--- src/rtl/pin_mux.sv ---
// pin_mux: bus-programmed pad function multiplexer with safe-state switching gaps.
// Define PIN_MUX_FILTER_EN to add a per-pin input stability filter after the synchroniser.
module pin_mux #(
  parameter logic [31:0] MUX_BASE_ADDR = 32'h40006000,
  parameter int PIN_NUM = 8,
  parameter int FUNC_NUM = 4,
  parameter int GAP_CYCLES = 2,
  parameter int FILTER_CYCLES = 4
) (
  input  logic                        clk,
  input  logic                        rst,
  input  logic [31:0]                 mem_addr,
  input  logic [31:0]                 mem_wdata,
  input  logic                        mem_we,
  input  logic                        mem_re,
  output logic [31:0]                 mem_rdata,
  input  logic [PIN_NUM*FUNC_NUM-1:0] func_out,
  input  logic [PIN_NUM*FUNC_NUM-1:0] func_oe,
  output logic [PIN_NUM-1:0]          pad_out,
  output logic [PIN_NUM-1:0]          pad_oe,
  input  logic [PIN_NUM-1:0]          pad_in,
  output logic [PIN_NUM-1:0]          func_in
);
  localparam int SEL_W = $clog2(FUNC_NUM);
  localparam logic [0:0] ACTIVE = 1'b0;
  localparam logic [0:0] GAP = 1'b1;
  logic hit, wr_ok, lock_wr, lock_q;
  logic [7:0] off;
  logic [31:0] rdata_d, rdata_q;
  logic [SEL_W-1:0] sel_q [PIN_NUM];
  logic [3:0] cnt_q [PIN_NUM];
  logic [PIN_NUM-1:0] st_q, sel_wr, sel_o, sel_e, pad_out_q, pad_oe_q, sync1_q, sync2_q;
  assign hit = mem_addr[31:8] == MUX_BASE_ADDR[31:8];
  assign off = mem_addr[7:0];
  assign wr_ok = hit && mem_we && !lock_q && mem_wdata < 32'(FUNC_NUM);
  assign lock_wr = hit && mem_we && off == 8'h80 && mem_wdata[0];
  assign mem_rdata = rdata_q;
  assign pad_out = pad_out_q;
  assign pad_oe = pad_oe_q;
  for (genvar k = 0; k < PIN_NUM; k++) begin : g_pin
    logic [FUNC_NUM-1:0] fo, fe;
    assign fo = func_out[k*FUNC_NUM +: FUNC_NUM];
    assign fe = func_oe[k*FUNC_NUM +: FUNC_NUM];
    assign sel_o[k] = fo[sel_q[k]];
    assign sel_e[k] = fe[sel_q[k]];
    // a rewrite during a gap always restarts it, even with an unchanged value
    assign sel_wr[k] = wr_ok && off == 8'(4*k) &&
                       (mem_wdata[SEL_W-1:0] != sel_q[k] || st_q[k] == GAP);
  end
  always_comb begin
    rdata_d = '0;
    if (hit && mem_re) begin
      if (off == 8'h80) rdata_d[0] = lock_q;
      if (off == 8'h84) rdata_d[PIN_NUM-1:0] = func_in;
      for (int i = 0; i < PIN_NUM; i++)
        if (off == 8'(4*i)) rdata_d[SEL_W-1:0] = sel_q[i];
    end
  end
  always_ff @(posedge clk) begin
    if (rst) begin
      lock_q <= 1'b0;
      rdata_q <= '0;
      st_q <= '0;
      pad_out_q <= '0;
      pad_oe_q <= '0;
      for (int i = 0; i < PIN_NUM; i++) begin
        sel_q[i] <= '0;
        cnt_q[i] <= '0;
      end
    end else begin
      lock_q <= lock_q | lock_wr;
      rdata_q <= rdata_d;
      for (int i = 0; i < PIN_NUM; i++) begin
        if (sel_wr[i]) begin
          sel_q[i] <= mem_wdata[SEL_W-1:0];
          st_q[i] <= GAP;
          cnt_q[i] <= 4'(GAP_CYCLES);
          pad_out_q[i] <= 1'b0;
          pad_oe_q[i] <= 1'b0;
        end else if (st_q[i] == GAP) begin
          cnt_q[i] <= cnt_q[i] - 4'd1;
          st_q[i] <= (cnt_q[i] == 4'd1) ? ACTIVE : GAP;
          pad_out_q[i] <= (cnt_q[i] == 4'd1) & sel_o[i];
          pad_oe_q[i] <= (cnt_q[i] == 4'd1) & sel_e[i];
        end else begin
          pad_out_q[i] <= sel_o[i];
          pad_oe_q[i] <= sel_e[i];
        end
      end
    end
  end
  always_ff @(posedge clk) begin
    if (rst) begin
      sync1_q <= '0;
      sync2_q <= '0;
    end else begin
      sync1_q <= pad_in;
      sync2_q <= sync1_q;
    end
  end
`ifdef PIN_MUX_FILTER_EN
  logic [7:0] fcnt_q [PIN_NUM];
  logic [PIN_NUM-1:0] fin_q;
  always_ff @(posedge clk) begin
    if (rst) begin
      fin_q <= '0;
      for (int i = 0; i < PIN_NUM; i++) fcnt_q[i] <= '0;
    end else begin
      for (int i = 0; i < PIN_NUM; i++) begin
        if (sync2_q[i] == fin_q[i]) fcnt_q[i] <= '0;
        else if (fcnt_q[i] == 8'(FILTER_CYCLES-1)) begin
          fin_q[i] <= sync2_q[i];
          fcnt_q[i] <= '0;
        end else fcnt_q[i] <= fcnt_q[i] + 8'd1;
      end
    end
  end
  assign func_in = fin_q;
`else
  assign func_in = sync2_q;
`endif
endmodule

--- config.mk ---
export PLATFORM = sky130hd
export DESIGN_NAME = pin_mux
export DESIGN_NICKNAME = d
export VERILOG_FILES = /design/src/rtl/pin_mux.sv
export SDC_FILE = /design/constraint.sdc
export NUM_CORES = 1
export LEC_CHECK = 0
export CORE_MARGIN = 3
export CORE_UTILIZATION = 40
export DETAILED_ROUTE_END_ITERATION = 8
export GPL_TIMING_DRIVEN = 0
export PLACE_DENSITY = 0.8
export RECOVER_POWER = 100
export SYNTH_ARGS = -nofsm -noshare
export SYNTH_HDL_FRONTEND = slang
export SYNTH_SLANG_ARGS = --single-unit
--- constraint.sdc ---
create_clock -name clk -period 6.5 [get_ports clk]
set_clock_uncertainty 0.2 [all_clocks]
set_input_delay 1.3 -clock clk [delete_from_list [all_inputs] [get_ports clk]]
set_output_delay 1.3 -clock clk [all_outputs]
set_load 0.05 [all_outputs]
== Word level (Yosys, flattened, before mapping) ==
Memory sizes are Yosys's and may differ from the RTL's.
Index checks and enable logic that the tools add are counted.

* Bits in registers: 73
* Bits in writable memories: 48
* Input port bits: 140
* Logic and storage cells: 317
* Memories kept: 2

{| class="wikitable"
|+ Memories
! name !! words !! width !! rd ports !! clocked after Yosys merged registers in !! wr ports !! RTL line !! text
|-
| cnt_q || 8 || 4 || 8 || 0 || 8 || 31 || <nowiki>logic [3:0] cnt_q [PIN_NUM];</nowiki>
|-
| sel_q || 8 || 2 || 8 || 0 || 8 || 30 || <nowiki>logic [SEL_W-1:0] sel_q [PIN_NUM];</nowiki>
|}

* Add/subtract/negate cells: 8
* $lt $le $gt $ge: 9
* Equality and inequality tests: 26
* Mux-type cells: 164
* Bitwise gates (word level): 43
* Reductions and logical operators: 42

{| class="wikitable"
|+ Operator list
! operator !! number
|-
| $mux 1 || 115
|-
| $mux 4 || 16
|-
| $bmux 1 s2 || 16
|-
| $eq 4x1->1 const B || 8
|-
| $eq 8x5->1 const B || 4
|-
| $lt 32x3->1 const B || 1
|-
| $mux 2 || 16
|-
| $sub 4x1->4 const B || 8
|-
| $or 1x1->1 || 25
|-
| $eq 24x23->1 const B || 1
|-
| $lt 2x3->1 const B || 8
|-
| $logic_and 1x1->1 || 22
|-
| $reduce_or 2->1 || 9
|-
| $and 1x1->1 || 16
|-
| $eq 8x4->1 const B || 2
|-
| $eq 8x8->1 const B || 2
|-
| $ne 2x2->1 || 8
|-
| $eq 8x3->1 const B || 1
|-
| $logic_not 8->1 || 1
|-
| $logic_or 1x1->1 || 8
|-
| $mux 8 || 1
|-
| $reduce_or 3->1 || 1
|-
| $not 1->1 || 2
|-
| $logic_not 1->1 || 1
|}

== Logic depth before layout (Yosys ltp) ==
* Word-level depth: 11
* Gate-level depth with buffers: 7

== Worst setup path before layout ==
Ideal clock, no wire load.

* Kind: input to register
* From: in mem_addr[12]
* To: mem cnt_q[6][2], in the netlist cnt_q[1][10] (enable)
* Setup time: 0.361 ns
* Data arrival time: 2.930 ns
* Data required time: 5.939 ns
* Slack: 3.009 ns
* Stages: 5
* Path buffers: 0
* Path through: nor4b_1 -> nand2_1 -> or4_1 -> or2_1 -> o21ai_0

{| class="wikitable"
|+ RTL lines
! item !! RTL line !! text
|-
| start, declared || 12 || <nowiki>input logic [31:0] mem_addr,</nowiki>
|-
| end, declared || 31 ||
|}

==> impl_metrics.csv <==
group,metric,value,unit
outcome,status,"complete, no violations",
clock_network,post_cts_buffers,0,
clock_network,cts_sinks,97,
clock_network,clkTransAtPathRegs,70,ps
pwr,p_switching,0.411,mW
floorplan,initial_core_util,41.8,%
synth,synthFlopType,"dfxtp_1",
critical_path,critPathMaxStageDelay,750,ps
clock_network,clk_latency,350,ps
synth,ys_seq_area_share,47.1,%
route,drc,0,
timing,fmax,0.225,GHz
clock_network,cts_tree,"built",
synth,ys_warn_count,0,
route,viasPerCell,5.20,
place,hpwl,12200,microns
floorplan,dieArea,0.0143,sq mm
route,wl_per_cell,17.1,microns
route,dr.pass1.iters,5,
timing,layout_worst_path_cycle_share,68.2,%
pwr,power.density,204,mW/mm^2
floorplan,num_io_pins,196,
route,totalWireLength,15100,microns
timing,finalWorstSetupSlack,2060,ps
critical_path,criticalPathCategory,"input port to register",
critical_path,crit_slowest_cell,"o21ai_0",
route,dr_total_vias,4581,
critical_path,startpoint_type,"input port",
grt,grt_pass1_wl,23400,microns
floorplan,core_area,0.0123,sq mm
clock_network,cts_buffers,9,
timing,finalHoldViolCount,0,
timing,setup_viol,0,
place,dp_slack,2120,ps
grt,grt_overflow,0,
pwr,p_leak,2.82,nW
cells_and_area,diodes,0,
grt,grt_max_degree,19,
critical_path,cp.arrival,4300,ps
critical_path,cp.required,6360,ps
critical_path,worstPathCellList,"dlygate4sd3_1 -> nor4_1 -> nand4_1 -> or4_1 -> clkbuf_1 -> o21ai_0 -> or2_2",
synth,synth_edf_count,48,
place,routabilityCongestion,0.859,
grt,grt_pass1_vias,4644,
synth,synth_top_area_cell,"edfxtp_1",
synth,synthTopCellsByArea,"edfxtp_1, dfxtp_1, mux4_2",
grt,antenna_found_initial,0,
cells_and_area,fill_cells,1065,
cells_and_area,final_net_count,864,
pwr,p_sw_share,27.2,%
pwr,power,1.51,mW
cells_and_area,drive_above_1_share,9.82,%
grt,grt_usage,21.1,%
floorplan,die_w,119,microns
pwr,seq_power_share,45.6,%
synth,async_flop_share,0,%
clock_network,cts_hold_buf,0,
timing,worst_pin_slew,1100,ps
clock_network,root_buffer,"clkbuf_16",
synth,synth.distinct_cells,54,
synth,syn-instance-count,507,
timing,period_needed,4440,ps
cells_and_area,synthToLayoutAreaGrowth,43.6,%
critical_path,path_max_fanout,9,
synth,yosys.area.top_type_share,28.0,%
synth,synth_area,0.00514,sq mm
clock_network,ctsResizeCount,0,
critical_path,end_kind,"register",
floorplan,rows,40,
timing,rsz0062_at_grt,"false",
timing,hold_ws,247,ps
flow_run,max-cap-violations,0,
pwr,clock_power_share,35.7,%
place,io_buffer_count,167,
timing,max_slew_margin,25.8,%
pwr,vdd_ir_drop_max,0.153,mV
clock_network,clockBufferDepth,2,
synth,ys_ff_latch,97,
synth,syn-mean-instance-area,10.1,sq um
timing,fin_setup_tns,0,ps
route,drtIter0Drc,311,
floorplan,die_h,119,microns
pwr,pwr-share-comb,18.7,%
route,ant_nets,0,
timing,report.final.slew_viol_count,0,
pwr,p_int,1.10,mW
clock_network,htreeDepth,3,
min_path,hold_class,"register to register",
[path summary, 6_finish.rpt]
| check | cells after the start | endpoint | startpoint | slack (ps) |
|---|---|---|---|---|
| setup reg to reg | 6 | cnt_q[1][6] | lock_q | 3260 |
| hold / removal | 1 | func_in[6] | sync1_q[6] | 250 |
| hold reg to reg | 1 | func_in[6] | sync1_q[6] | 250 |
| setup / recovery | 7 | cnt_q[1][6] | mem_wdata[31] | 2060 |
[Yosys cell counts, types with 4 or more instances]
cell type,instances
nor2_1,55
dfxtp_1,49
edfxtp_1,48
nand2_1,44
nor3_1,29
buf_4,24
nor2b_1,24
inv_1,20
ha_1,16
mux4_2,16
o21ai_0,16
xnor2_1,16
xor2_1,16
a21oi_1,14
nor4_1,14
nand3_1,10
clkbuf_1,9
and2_1,6
nand4_1,6
or2_2,6
buf_2,5
o21ai_1,5
or2_1,5
and3_1,4
nor4b_1,4
[cells in the final DEF, fill, tap and decap left out, types with 3 or more instances in the layout]
master	n
a211oi_1	3
a21oi_1	14
a31oi_1	3
and2_0	4
and3_1	4
buf_2	3
buf_4	24
clkbuf_1	12
clkbuf_16	10
clkdlybuf4s50_1	131
conb_1	24
dfxtp_1	49
dlygate4sd3_1	36
edfxtp_1	48
ha_1	16
inv_1	20
mux2i_1	3
mux4_2	16
nand2_1	44
nand2b_1	3
nand3_1	10
nand4_1	6
nor2_1	55
nor2b_1	24
nor3_1	29
nor4_1	15
nor4b_1	4
o211ai_1	3
o21ai_0	22
o22ai_1	3
or2_0	5
or2_2	6
xnor2_1	16
xor2_1	16
[worst max-delay path, delay by kind of cell]
kind / cells / cell delay, ps
compound gates: 1 / 750
buf+inv: 2 / 830
simple gates: 4 / 1420
[logic make-up after synthesis]
kind of cell    after synthesis  synth area share [%]
simple gates                223                  22.5
mux                          19                  7.59
fa+ha+maj                    16                  3.89
buf+inv                      60                  6.40
xor+xnor                     32                  5.45
other cells                   1                0.0729
compound gates               59                  6.98
flops                        97                  47.1
[sequential cells by signal, summed over array words and instances, names as in the netlist]
| register | cells |
|---|---|
| sync1_q | 8 |
| pad_oe | 8 |
| cnt_q | 32 |
| func_in | 8 |
| lock_q | 1 |
| st_q | 8 |
| pad_out | 8 |
| sel_q | 16 |
| mem_rdata | 8 |
[per-layer routing]
layer	track usage [%]	part of all wire [%]	up-vias
met5	0	0	-
met4	7.59	2.3	0
met3	6.74	10	25
met2	37.8	51	232
met1	23.4	36	2160
li1	-	-	2164
[area by class of cell]
class / count / area [sq um] / share of cell area (%)
multi-input combinational: 373 / 2460 / 33.3
sequential: 97 / 2420 / 32.8
timing repair buffer: 167 / 1670 / 22.6
clock buffer: 10 / 250 / 3.39
buffer: 39 / 240 / 3.25
tap: 168 / 210 / 2.84
inverter: 21 / 78.8 / 1.07
clock inverter: 6 / 55.1 / 0.745
[power groups by stage]
stage | Combinational (mW) | Sequential, mW | Clock [mW]
4_1_cts | 0.289 | 0.688 | 0.548
6_report | 0.283 | 0.688 | 0.539
3_5_place_dp | 0.287 | 0.702 | 0
3_3_place_gp | 0.281 | 0.701 | 0
5_1_grt | 0.301 | 0.692 | 0.571
2_1_floorplan | 0.123 | 0.732 | 0
[through the flow]
stage / cell area [sq um] / instances / util [%]
2_1_floorplan: 5230 / 530 / -
6_report: 7390 / 881 / 60.0
3_3_place_gp: 7110 / 865 / 57.8
4_1_cts: 7420 / 881 / 60.3
3_5_place_dp: 7110 / 865 / 57.8
5_1_grt: 7390 / 881 / 60.0
(Power assumes the default switching activity.)
